==> config.mk <==
export PLATFORM = sky130hd
export DESIGN_NAME = keylock_ctrl
export DESIGN_NICKNAME = d
export VERILOG_FILES = /design/src/rtl/keylock_ctrl.sv
export SDC_FILE = /design/constraint.sdc
export NUM_CORES = 1
export LEC_CHECK = 0
export BUFFER_PORTS_ARGS = -buffer_cell sky130_fd_sc_hd__buf_2
export CAP_MARGIN = 20
export CORE_MARGIN = 2
export CORE_UTILIZATION = 41
export CTS_CLUSTER_SIZE = 12
export DETAILED_ROUTE_END_ITERATION = 8
export PLACE_DENSITY = 0.54
export SETUP_SLACK_MARGIN = 0.02
export SLEW_MARGIN = 10
export SYNTH_ARGS = -nofsm -noshare
export SYNTH_HDL_FRONTEND = slang
export SYNTH_SLANG_ARGS = --single-unit
export TNS_END_PERCENT = 10
==> constraint.sdc <==
create_clock -name clk -period 2.6 [get_ports clk]
set_input_delay 0.13 -clock clk [delete_from_list [all_inputs] [get_ports clk]]
set_output_delay 0.13 -clock clk [all_outputs]
set_load 0.01 [all_outputs]
==> src/rtl/keylock_ctrl.sv <==
// keylock_ctrl: keypad lock sequencer. Collects 6-digit BCD entries, compares
// them against a programmable code, counts consecutive failures, enforces a
// timed lockout, and lets the code be reprogrammed while unlocked.
module keylock_ctrl #(
    parameter logic [23:0] DEFAULT_CODE   = 24'h335256,
    parameter int          MAX_FAIL       = 3,
    parameter int          LOCKOUT_CYCLES = 16
) (
    input  logic       clk,
    input  logic       reset,
    input  logic [3:0] key,
    input  logic       key_valid,
    input  logic       relock,
    input  logic       prog_start,
    output logic       locked,
    output logic       lockout_active,
    output logic       fail_pulse,
    output logic [3:0] fail_count,
    output logic [2:0] entry_count
);

    typedef enum logic [2:0] {
        ST_ENTRY    = 3'd0,
        ST_CHECK    = 3'd1,
        ST_LOCKOUT  = 3'd2,
        ST_UNLOCKED = 3'd3,
        ST_PROGRAM  = 3'd4
    } state_t;

    localparam logic [3:0]  MAX_FAIL_L = 4'(MAX_FAIL);
    localparam logic [15:0] LOCK_INIT  = 16'(LOCKOUT_CYCLES - 1);

    state_t      state_reg;
    logic [23:0] code_reg;
    logic [23:0] entry_buf_reg;
    logic [2:0]  entry_count_reg;
    logic [3:0]  fail_count_reg;
    logic [15:0] timer_reg;
    logic        fail_pulse_reg;

    // Key classification and the buffer with the incoming digit appended
    logic        digit_key;
    logic        clear_key;
    logic [23:0] shifted_buf;

    assign digit_key   = key_valid && (key <= 4'd9);
    assign clear_key   = key_valid && (key == 4'hF);
    assign shifted_buf = {entry_buf_reg[19:0], key};

    // Status outputs decoded directly from the state register
    assign locked         = !((state_reg == ST_UNLOCKED) || (state_reg == ST_PROGRAM));
    assign lockout_active = (state_reg == ST_LOCKOUT);
    assign fail_pulse     = fail_pulse_reg;
    assign fail_count     = fail_count_reg;
    assign entry_count    = entry_count_reg;

    // Main sequencer: state, code register, entry buffer, failure and lockout tracking
    always_ff @(posedge clk) begin
        if (!reset) begin
            state_reg       <= ST_ENTRY;
            code_reg        <= DEFAULT_CODE;
            entry_buf_reg   <= 24'd0;
            entry_count_reg <= 3'd0;
            fail_count_reg  <= 4'd0;
            timer_reg       <= 16'd0;
            fail_pulse_reg  <= 1'b0;
        end else begin
            fail_pulse_reg <= 1'b0;
            case (state_reg)
                ST_ENTRY: begin
                    if (clear_key) begin
                        entry_buf_reg   <= 24'd0;
                        entry_count_reg <= 3'd0;
                    end else if (digit_key) begin
                        entry_buf_reg <= shifted_buf;
                        if (entry_count_reg == 3'd5) begin
                            entry_count_reg <= 3'd6;
                            state_reg       <= ST_CHECK;
                        end else begin
                            entry_count_reg <= entry_count_reg + 3'd1;
                        end
                    end
                end

                ST_CHECK: begin
                    entry_buf_reg   <= 24'd0;
                    entry_count_reg <= 3'd0;
                    if (entry_buf_reg == code_reg) begin
                        state_reg      <= ST_UNLOCKED;
                        fail_count_reg <= 4'd0;
                    end else begin
                        fail_pulse_reg <= 1'b1;
                        // Reaching the limit saturates the count and starts the lockout
                        if (fail_count_reg >= MAX_FAIL_L - 4'd1) begin
                            fail_count_reg <= MAX_FAIL_L;
                            timer_reg      <= LOCK_INIT;
                            state_reg      <= ST_LOCKOUT;
                        end else begin
                            fail_count_reg <= fail_count_reg + 4'd1;
                            state_reg      <= ST_ENTRY;
                        end
                    end
                end

                ST_LOCKOUT: begin
                    if (timer_reg == 16'd0) begin
                        state_reg      <= ST_ENTRY;
                        fail_count_reg <= 4'd0;
                    end else begin
                        timer_reg <= timer_reg - 16'd1;
                    end
                end

                ST_UNLOCKED: begin
                    if (relock) begin
                        state_reg <= ST_ENTRY;
                    end else if (prog_start) begin
                        state_reg       <= ST_PROGRAM;
                        entry_buf_reg   <= 24'd0;
                        entry_count_reg <= 3'd0;
                    end
                end

                ST_PROGRAM: begin
                    if (relock) begin
                        state_reg       <= ST_ENTRY;
                        entry_buf_reg   <= 24'd0;
                        entry_count_reg <= 3'd0;
                    end else if (clear_key) begin
                        state_reg       <= ST_UNLOCKED;
                        entry_buf_reg   <= 24'd0;
                        entry_count_reg <= 3'd0;
                    end else if (digit_key) begin
                        if (entry_count_reg == 3'd5) begin
                            code_reg        <= shifted_buf;
                            entry_buf_reg   <= 24'd0;
                            entry_count_reg <= 3'd0;
                            state_reg       <= ST_UNLOCKED;
                        end else begin
                            entry_buf_reg   <= shifted_buf;
                            entry_count_reg <= entry_count_reg + 3'd1;
                        end
                    end
                end

                default: begin
                    state_reg       <= ST_ENTRY;
                    entry_buf_reg   <= 24'd0;
                    entry_count_reg <= 3'd0;
                    timer_reg       <= 16'd0;
                end
            endcase
        end
    end

endmodule

---- Yosys cells after proc, flatten, opt, wreduce, memory -nomap -nowiden ----
Cells that the tools add are included.
storage, ports and cells
  register bits after elaboration ......... 75
  bits of input ports ..................... 9
  output and inout bits ................... 10
  logic and storage cells ................. 91
cells by class
  $add $sub $neg .......................... 3
  $lt $le $gt $ge ......................... 2
  equal/unequal tests ..................... 20
  mux-type cells .......................... 41
  bitwise operators ....................... 4
  reductions and logical operators ........ 14
operators by type and width
  operator                                                count
  2-to-1 mux 24 bit                                       8
  one-hot mux 24 bit (4 select lines)                     1
  2-to-1 mux 3 bit                                        19
  2-to-1 mux 16 bit                                       3
  one-hot mux 16 bit (3 select lines)                     1
  == test 24 bit                                          1
  logical NOT 16 bit                                      1
  inequality test 2 bit (second input constant)           8
  subtractor 16 x 1 -> 16 bit (second input constant)     1
  one-hot mux 3 bit (5 select lines)                      1
  2-to-1 mux 4 bit                                        3
  one-hot mux 3 bit (4 select lines)                      1
  AND reduction 5 bit                                     2
  one-hot mux 4 bit (2 select lines)                      1
  AND reduction 7 bit                                     1
  == test 3 x 2 -> 1 bit (second input constant)          2
  == test 3 bit (second input constant)                   2
  inequality test 3 bit (second input constant)           2
  adder 4 x 1 -> 4 bit (second input constant)            1
  == test 4 bit (second input constant)                   1
  >= comparator 4 x 2 -> 1 bit (second input constant)    1
  <= comparator 4 bit (second input constant)             1
  2-to-1 mux 2 bit                                        2
  inequality test 4 x 3 -> 1 bit (second input constant)  1
  other kinds (14)                                        19

---- Logic depth before layout (Yosys ltp) ----
Gate-level depths: netlist of the first run.
  depth after elaboration ................. 6
  mapped depth ............................ 9
  depth with buffers taken out ............ 8

---- Worst setup path after synthesis of the first run ----
OpenSTA, ideal clock, no wires.
  path type ............................... register to register
  start point ............................. reg timer_reg[0]
  end point ............................... reg fail_count_reg[0] (netlist: fail_count[0])
  arrival ................................. 1703 ps
  required time ........................... 2483 ps
  setup slack ............................. 781 ps
  cell stages (with the launch flop) ...... 8
  path buffers ............................ 0
  period minus slack after synthesis ...... 1819 ps
  path through ............................ dfxtp_1 -> inv_1 -> ha_1 -> nor3b_4 -> nand4_1 -> or2_1 -> and3_4 -> a22o_1
between the ends
  cells in the longest elaborated chain, start to end .. 3
RTL lines
  element                                   line  text
  from (decl)                               38    logic [15:0] timer_reg;
  from (signal assigned)                    110   timer_reg <= timer_reg - 16'd1;
  logical NOT 16 bit                        106   if (timer_reg == 16'd0) begin
  inequality test 2 x 1 -> 1 bit (no line)  -
  AND reduction 2 bit (no line)             -
  to (signal assigned)                      99    fail_count_reg <= fail_count_reg + 4'd1;
  to (decl)                                 37    logic [3:0] fail_count_reg;
Every way passes these cells.
A chain may end at the register's enable or synchronous reset.

---- Final worst setup path of the first run ----
  start point ............................. reg timer_reg[0]
  end point ............................... reg timer_reg[8]
between the ends
  cells in the longest elaborated chain, start to end .. 3
  elaborated cells between the ends (all ways) .. 6
RTL lines
  element                                                                            line
  subtractor 16 x 1 -> 16 bit / logical NOT 16 bit (equally long branches)           110, 106
  2-to-1 mux 16 bit / inequality test 2 bit (equally long branches)                  -
  one-hot mux 16 bit (3 select lines) / AND reduction 4 bit (equally long branches)  -
Parallel ways exist; a longest one is shown, timed or not. The select of a mux whose other input is x is not followed.

==> results of run 1 <==
-- tightest hold or removal path: cells and delay by family --
| kind | cells | cell delay (ns) |
|---|---|---|
| buf+inv | 1 | 0.11 |
| mux | 1 | 0.07 |
| simple gates | 1 | 0.06 |
-- final cells by class --
type,instances,area [sq um]
repair buffers,26,150
well taps,111,139
multi-input cells,319,2160
fillers,901,4990
clock inverters,6,48.8
flip-flops and latches,75,1500
inverters,6,22.5
clock buffers,10,138
-- cell families (layout without fill, tap and decap cells) --
kind of cell	after synthesis	after routing	synth area share [%]
simple gates	179	179	26.0
compound gates	87	87	17.3
flops	75	75	39.4
buf+inv	29	48	4.03
mux	26	26	6.82
xor+xnor	24	24	5.51
fa+ha+maj	3	3	0.984
-- routing by layer --
layer / vias up / share of wire [%]
met5: - / 0
met4: 0 / 1.5
met3: 11 / 1.6
met2: 24 / 48
met1: 1382 / 49
li1: 1524 / -
-- report_power, final --
group          switching (uW)  internal [uW]
Clock                     474            381
Sequential               9.11           1160
Combinational            62.4           39.1
Total                     545           1580
-- per-stage QoR --
stage,power (uW),instances,setup slack [ns]
3_5_place_dp,1290,537,0.527
2_1_floorplan,1260,423,0.781
5_1_grt,2210,553,0.290
3_3_place_gp,1290,537,0.542
4_1_cts,2150,553,0.509
6_report,2120,553,0.534
-- layout by cell type (no fill, tap or decap), drive strengths merged, types with 6 or more instances in the layout --
cell / instances
inv: 8
nor3: 11
o21ai: 18
xor2: 24
mux2i: 26
dfxtp: 75
clkbuf: 10
a21boi: 34
a21oi: 12
nor2b: 17
nand3: 31
or3: 6
nor2: 24
buf: 26
nand2: 56
nor4: 8
-- worst paths after layout --
check / startpoint / endpoint / slack [ns]
hold reg to reg: entry_buf_reg[20]$_SDFFE_PN0P_ / entry_buf_reg[20]$_SDFFE_PN0P_ / 0.47
hold / removal: key[2] / code_reg[2]$_SDFFE_PN1P_ / 0.05
setup reg to reg: timer_reg[0]$_SDFFE_PN0P_ / timer_reg[8]$_SDFFE_PN0P_ / 0.53
setup / recovery: timer_reg[0]$_SDFFE_PN0P_ / timer_reg[8]$_SDFFE_PN0P_ / 0.53
==> flow_summary.rst, run 1 <==
.. list-table::
   :header-rows: 1

   * - Metric
     - Value
   * - Result of the run
     - finished, final reports clean
   * - Final-stage net count
     - 449
   * - Nets in the synthesized netlist
     - 435
   * - Routing usage on met2
     - 28.4%
   * - Final Hold Slack
     - 0.0457 ns
   * - Worst skew pair latency
     - 0.35 ns
   * - Initial core utilization
     - 41.7%
   * - Maximum fanout along the worst path
     - 14
   * - Wire length per cell after detailed routing
     - 14.9 um
   * - Global-route wire length before repair
     - 14100 um
   * - Hold Fails Final Rpt
     - 0
   * - Final HPWL from detailed placement
     - 5610 um
   * - Arrival time worst endpoint
     - around 2.4 ns
   * - Clock-pin slew of the registers on the worst-case setup and hold paths
     - ~0.09 ns
   * - GP Congestion
     - 0.806
   * - Main flop type after synthesis
     - dfxtp_1
   * - DRC violations left
     - 0
   * - Most common cell in the synthesized netlist
     - dfxtp_1
   * - Number of vias in the routed layout
     - approximately 2900
   * - Post-route setup TNS
     - 0 ns
   * - Standard cell core area
     - 9150 sq um
   * - Required @ worst endpoint
     - 2.90 ns
   * - Top cells by count, synth
     - 75 x dfxtp_1, 55 x nand2_1, 30 x nand3_1
   * - Synth area leader
     - dfxtp_1
   * - Layout cells sized above 1
     - 18.1%
   * - Length in cells of the worst reg-to-reg path
     - 8
   * - TritonCTS clock tree
     - yes
   * - Critical path type
     - reg2reg
   * - Worst IR Drop VDD
     - 183 uV
   * - Number of global-route vias before repair
     - 2859
   * - Shortest clock period the worst path allows after layout
     - between 2 and 2.5 ns
   * - Met1 GRT Util
     - 23.9%
   * - Clock root cell
     - clkbuf_8
   * - Hold crit path type
     - in2reg
   * - Worst setup skew after layout
     - 0.0124 ns
   * - I/O pin cnt
     - 19
   * - Antenna-violating nets left
     - 0
   * - Total congestion overflow after global routing
     - 0
   * - Number of warnings reported in the yosys synthesis log
     - 0
   * - Final setup violation count
     - 0
   * - Unique cell type count in the Yosys netlist
     - 62
   * - Actual transition at the worst max-transition pin
     - 0.585 ns
   * - Aggregate routed wire length
     - just over 8000 um
   * - Biggest cell delay along the critical path
     - about 0.33 ns
   * - Area of the mapped netlist
     - 3810 sq um
   * - Area Overhead vs Synth
     - 9.02%
   * - Ratio of routed vias to standard cells
     - 5.32
   * - Top area cells in the synthesized netlist
     - dfxtp_1 39%, mux2i_1 6.8%, xor2_1 5.5%
   * - Worst slew margin
     - 61.0%
   * - Antenna diodes
     - 0
   * - Buffers plus inverters on the worst setup path
     - 1
   * - CP endpoint kind
     - flip-flop
   * - Mean Syn Cell Area
     - 9.02 sq um
   * - Synthesis-stage register bit count
     - 75
   * - Gate Count Post-Synth
     - 423
   * - Logic depth of the worst path, buffers included
     - 8
   * - Total iterations of the first detailed-routing run
     - 4
   * - Crit share post-route
     - approximately 80%
   * - DIE WIDTH
     - 100 um
   * - GR Util met3
     - under 10%
   * - Leak
     - roughly 0.0017 uW
   * - Violation count after the first detailed-route iteration
     - around 110
   * - Crit-path slowest cell
     - dfxtp_1
   * - Final Core Density
     - between 40% and 50%
   * - Startpoint types
     - flip-flop
   * - Timing-limited maximum frequency
     - 484 MHz
   * - Hold buffer count at cts
     - 0
   * - Antenna violations before repair
     - 0
   * - Part of the Yosys area used for sequential elements
     - around two fifths
   * - Total global-route track usage
     - between 10% and 20%
   * - RSZ-0062 raised after global routing
     - no
   * - Buffers inserted by post-CTS timing repair
     - 0
   * - Share of synthesized flip-flops with an asynchronous set or reset
     - 0%
   * - Cell area after layout
     - 4160 sq um
   * - Number of pins exceeding their max-slew limit in the final report
     - 0
   * - Cell class contributing the biggest share of worst-path delay
     - compound AO/OA/AOI/OAI gates
   * - Area share of the leading cell type in the synthesized netlist
     - 39.4%
   * - Total Die Area
     - 10100 sq um
   * - Die span in y
     - 100 um
   * - Total clock sinks
     - 75
   * - Placement row count
     - 35
   * - Clock buffers created by TritonCTS
     - 9
   * - Placed standard-cell area
     - approximately 4000 sq um
   * - Cells along the critical path
     - inv_1 > ha_1 > nor3b_4 > nand4_1 > o21ai_1 > o21bai_4 > nand2b_1 > a32o_1
   * - H-tree depth
     - 3
   * - Worst hold path stage count
     - 3
   * - Number of buffers on the longest clock path
     - 2
   * - Top Usage Layer GRT
     - met2
   * - Largest net degree at the start of global routing
     - 36
   * - Count of maximum capacitance violations
     - 0
   * - P per Cell Area
     - 510 nW/um^2
   * - Total of cells resized after clock tree synthesis
     - 0
   * - Number of port buffers
     - 18
   * - Number of enable-type register cells in the synthesized netlist
     - 0
No activity file was read; power rests on OpenSTA's default activity.
==> run 2, diff against run 1 <==
--- a/config.mk
+++ b/config.mk
@@ -11,7 +11,7 @@
 export CORE_UTILIZATION = 41
 export CTS_CLUSTER_SIZE = 12
 export DETAILED_ROUTE_END_ITERATION = 8
-export PLACE_DENSITY = 0.54
+export PLACE_DENSITY = 0.56
 export SETUP_SLACK_MARGIN = 0.02
 export SLEW_MARGIN = 10
 export SYNTH_ARGS = -nofsm -noshare
==> constraint.sdc (replaced) <==
create_clock -name clk -period 1.7 [get_ports clk]
set_input_delay 0.085 -clock clk [delete_from_list [all_inputs] [get_ports clk]]
set_output_delay 0.085 -clock clk [all_outputs]
set_load 0.01 [all_outputs]
==> run 2 against run 1 <==
Effect of this change:
- the run now ends with setup timing left
- flip-flop and latch count stayed put
- highest routed layer unchanged
- die area stayed put
- cell count is 12% higher
- largest power group unchanged
==> flow_summary.rst, run 2 (same netlist as run 1, synthesis figures left out) <==
.. list-table::
   :header-rows: 1

   * - Metric
     - Value
   * - Result of the run
     - finished with violations (was finished, final reports clean)
   * - Violated checks
     - setup timing
   * - Number of vias in the routed layout
     - 3201 (was 2941)
   * - Placed standard-cell area
     - 4490 sq um (was 3970 sq um)
   * - Violation count after the first detailed-route iteration
     - 94 (was 113)
   * - Aggregate routed wire length
     - 8700 um (was 8230 um)
   * - Hold Fails Final Rpt
     - 0 (unchanged)
   * - Antenna-violating nets left
     - 0 (unchanged)
   * - Minimum setup slack after placement
     - -0.0893 ns (was 0.527 ns)
   * - Relative contribution of combinational cells to total power
     - 5.8% (was 4.8%)
   * - Antenna violations before repair
     - 0 (unchanged)
   * - RSZ-0062 raised after global routing
     - yes (was no)
   * - DIE WIDTH
     - 100 um (unchanged)
   * - Post-layout worst setup margin
     - -0.123 ns (was 0.534 ns)
   * - Worst skew pair latency
     - 0.35 ns (about the same)
   * - Arrival time worst endpoint
     - 2.09 ns (was 2.37 ns)
   * - Switching Share
     - 24.1% (was 25.7%)
   * - Placement row count
     - 35 (unchanged)
   * - Total clock sinks
     - 75 (unchanged)
   * - Setup slack on the worst flop-to-flop path
     - -0.12 ns (was 0.53 ns)
   * - H-tree depth
     - 3 (unchanged)
   * - Required @ worst endpoint
     - 1.97 ns (was 2.90 ns)
   * - GR Util met3
     - 3.95% (was 2.70%)
   * - Number of pins exceeding their max-slew limit in the final report
     - 0 (unchanged)
   * - DRC violations left
     - 0 (unchanged)
   * - Worst setup skew after layout
     - 0.0119 ns (was 0.0124 ns)
   * - Ratio of routed vias to standard cells
     - 5.19 (was 5.32)
   * - CP Launch Point
     - timer_reg[1]$_SDFFE_PN0P_ (was timer_reg[0]$_SDFFE_PN0P_)
   * - Final-stage net count
     - 514 (was 449)
   * - Total iterations of the first detailed-routing run
     - 4 (unchanged)
   * - Layout cells sized above 1
     - 33.6% (was 18.1%)
   * - Leading cell types in the layout, fill and taps excluded
     - 67 x dfxtp_1, 65 x buf_4, 54 x nand2_1 (was 75 x dfxtp_1, 55 x nand2_1, 30 x nand3_1)
   * - Worst IR Drop VDD
     - 296 uV (was 183 uV)
   * - Maximum fanout along the worst path
     - 3 (was 14)
   * - Crit-path slowest cell
     - or4_4 (was dfxtp_1)
   * - Final HPWL from detailed placement
     - 6010 um (was 5610 um)
   * - Number of port buffers
     - 18 (unchanged)
   * - Worst flop-to-flop path startpoint
     - timer_reg[1]$_SDFFE_PN0P_ (was timer_reg[0]$_SDFFE_PN0P_)
   * - Shortest clock period the worst path allows after layout
     - 1.82 ns (was 2.07 ns)
   * - Clock-pin slew of the registers on the worst-case setup and hold paths
     - 0.08 ns (was 0.09 ns)
   * - Number of global-route vias before repair
     - 3136 (was 2859)
   * - Final setup violation count
     - 16 (was 0)
   * - P per Cell Area
     - 685 nW/um^2 (was 510 nW/um^2)
   * - Post-Layout Cell Count
     - 617 (was 553)
   * - Largest net degree at the start of global routing
     - 36 (unchanged)
   * - Wire length per cell after detailed routing
     - 14.1 um (was 14.9 um)
   * - Total global-route track usage
     - 18.3% (was 17.6%)
   * - Hold crit path type
     - in2reg (unchanged)
   * - Clock Power Share
     - 40.8% (was 40.3%)
   * - Length in cells of the worst reg-to-reg path
     - 9 (was 8)
   * - Initial core utilization
     - 41.7% (unchanged)
   * - Total Die Area
     - 10100 sq um (unchanged)
   * - Cell area after layout
     - 4860 sq um (was 4160 sq um)
   * - Worst slew margin
     - 59.3% (was 61.0%)
   * - Biggest cell delay along the critical path
     - 0.48 ns (was 0.33 ns)
   * - Global-route wire length before repair
     - 15000 um (was 14100 um)
   * - Number of filler instances in the final layout
     - 893 (was 901)
   * - Actual transition at the worst max-transition pin
     - 0.611 ns (was 0.585 ns)
   * - Relative contribution of sequential cells to total power
     - 53.4% (was 54.9%)
   * - Standard cell core area
     - 9150 sq um (unchanged)
   * - Switching Power
     - 802 uW (was 545 uW)
   * - Pwr Total
     - 3330 uW (was 2120 uW)
   * - Cells along the critical path
     - inv_2 > ha_4 > nor3b_4 > buf_4 > nand2_4 > or4_4 > nor3_2 > a21oi_1 > o22ai_1 (was inv_1 > ha_1 > nor3b_4 > nand4_1 > o21ai_1 > o21bai_4 > nand2b_1 > a32o_1)
   * - Routing usage on met2
     - 30.8% (was 28.4%)
   * - Area Overhead vs Synth
     - 27.4% (was 9.02%)
   * - CP endpoint kind
     - flip-flop (unchanged)
   * - Cell Int Power
     - 2520 uW (was 1580 uW)
   * - Multi-input gate area in the final layout
     - 2270 sq um (was 2160 sq um)
   * - Leading cell type in the layout, fill and taps excluded
     - dfxtp_1 (unchanged)
   * - Top Usage Layer GRT
     - met2 (unchanged)
   * - Timing-limited maximum frequency
     - 549 MHz (was 484 MHz)
   * - GP Congestion
     - 0.812 (was 0.806)
   * - Clock buffers created by TritonCTS
     - 9 (unchanged)
   * - Total congestion overflow after global routing
     - 0 (unchanged)
   * - I/O pin cnt
     - 19 (unchanged)
   * - Final Core Density
     - 53.1% (was 45.4%)
   * - Antenna diodes
     - 0 (unchanged)
   * - Leak
     - 0.00213 uW (was 0.00172 uW)
   * - Die span in y
     - 100 um (unchanged)
   * - FF-to-FF End
     - timer_reg[12]$_SDFFE_PN0P_ (was timer_reg[8]$_SDFFE_PN0P_)
   * - Clock root cell
     - clkbuf_8 (unchanged)
   * - Number of buffers on the longest clock path
     - 2 (unchanged)
   * - Last element of the critical path
     - timer_reg[12]$_SDFFE_PN0P_ (was timer_reg[8]$_SDFFE_PN0P_)
   * - Critical path type
     - reg2reg (unchanged)
   * - TritonCTS clock tree
     - yes (unchanged)
   * - Inst Count DP
     - 595 (was 537)
   * - Sequential cell area in the final layout
     - 1510 sq um (was 1500 sq um)
   * - Met1 GRT Util
     - 24.2% (was 23.9%)
   * - Startpoint types
     - flip-flop (unchanged)
   * - Count of maximum capacitance violations
     - 0 (unchanged)
   * - Crit share post-route
     - 107% (was 79.5%)
-- run 2: final cells by class --
| cell class | count | share of cell area (%) |
|---|---|---|
| clock buffers | 9 | 2.55 |
| clock inverters | 6 | 1.39 |
| inverters | 6 | 0.464 |
| multi-input cells | 319 | 46.7 |
| flip-flops and latches | 75 | 31.2 |
| well taps | 111 | 2.86 |
| repair buffers | 91 | 14.9 |
-- run 2: power groups by stage --
stage	registers (uW)	clock network, uW	logic (uW)
5_1_grt	1780	1480	210
4_1_cts	1780	1390	189
2_1_floorplan	1820	0	106
3_5_place_dp	1820	0	186
3_3_place_gp	1820	0	185
6_report	1780	1360	193
-- run 2: worst min path at each step --
stage / from / endpoint / slack (ns) / cells past startpoint
floorplan: key[1] / code_reg[1]$_SDFFE_PN1P_ / 0.21 / 2
global placement: key[2] / code_reg[2]$_SDFFE_PN1P_ / 0.34 / 3
detailed placement: key[2] / code_reg[2]$_SDFFE_PN1P_ / 0.36 / 3
CTS: key[1] / code_reg[1]$_SDFFE_PN1P_ / 0.004 / 3
global route: key[0] / entry_buf_reg[0]$_SDFFE_PN0P_ / 0.01 / 3
finish: key[0] / entry_buf_reg[0]$_SDFFE_PN0P_ / 0.01 / 3
-- run 2: stage by stage --
step | setup TNS, ns | hold slack, ns
after floorplan | -0.0126 | 0.210
after global placement | -0.404 | 0.344
after detailed placement | -0.877 | 0.358
after CTS | -1.05 | 0.00442
after global routing | -3.14 | 0.0107
final | -0.702 | 0.0114
-- run 2: worst max-delay path, delay by kind of cell, from the launching register on --
family | cells | cell delay (ns)
AND/OR/NAND/NOR | 4 | 0.85
buffers and inverters | 2 | 0.23
AO/OA/AOI/OAI | 2 | 0.20
flip-flops | 1 | 0.33
adder cells (fa/ha/maj) | 1 | 0.13
-- run 2: repair_timing --
action	in CTS	in global routing
hold buffers	1	0
gates resized for setup	8	24
hold endpoints to repair	1	0
endpoints found under the setup margin	39	52
buffers inserted	1	4
cloned	0	1
pin swaps	6	17
-- run 2: metal layers --
metal	vias up	part of all wire [%]	wire length, um
met1	1525	49	4240
met5	-	0	0
met3	7	2.2	195
met4	0	0.83	72
met2	23	48	4200
li1	1646	-	-
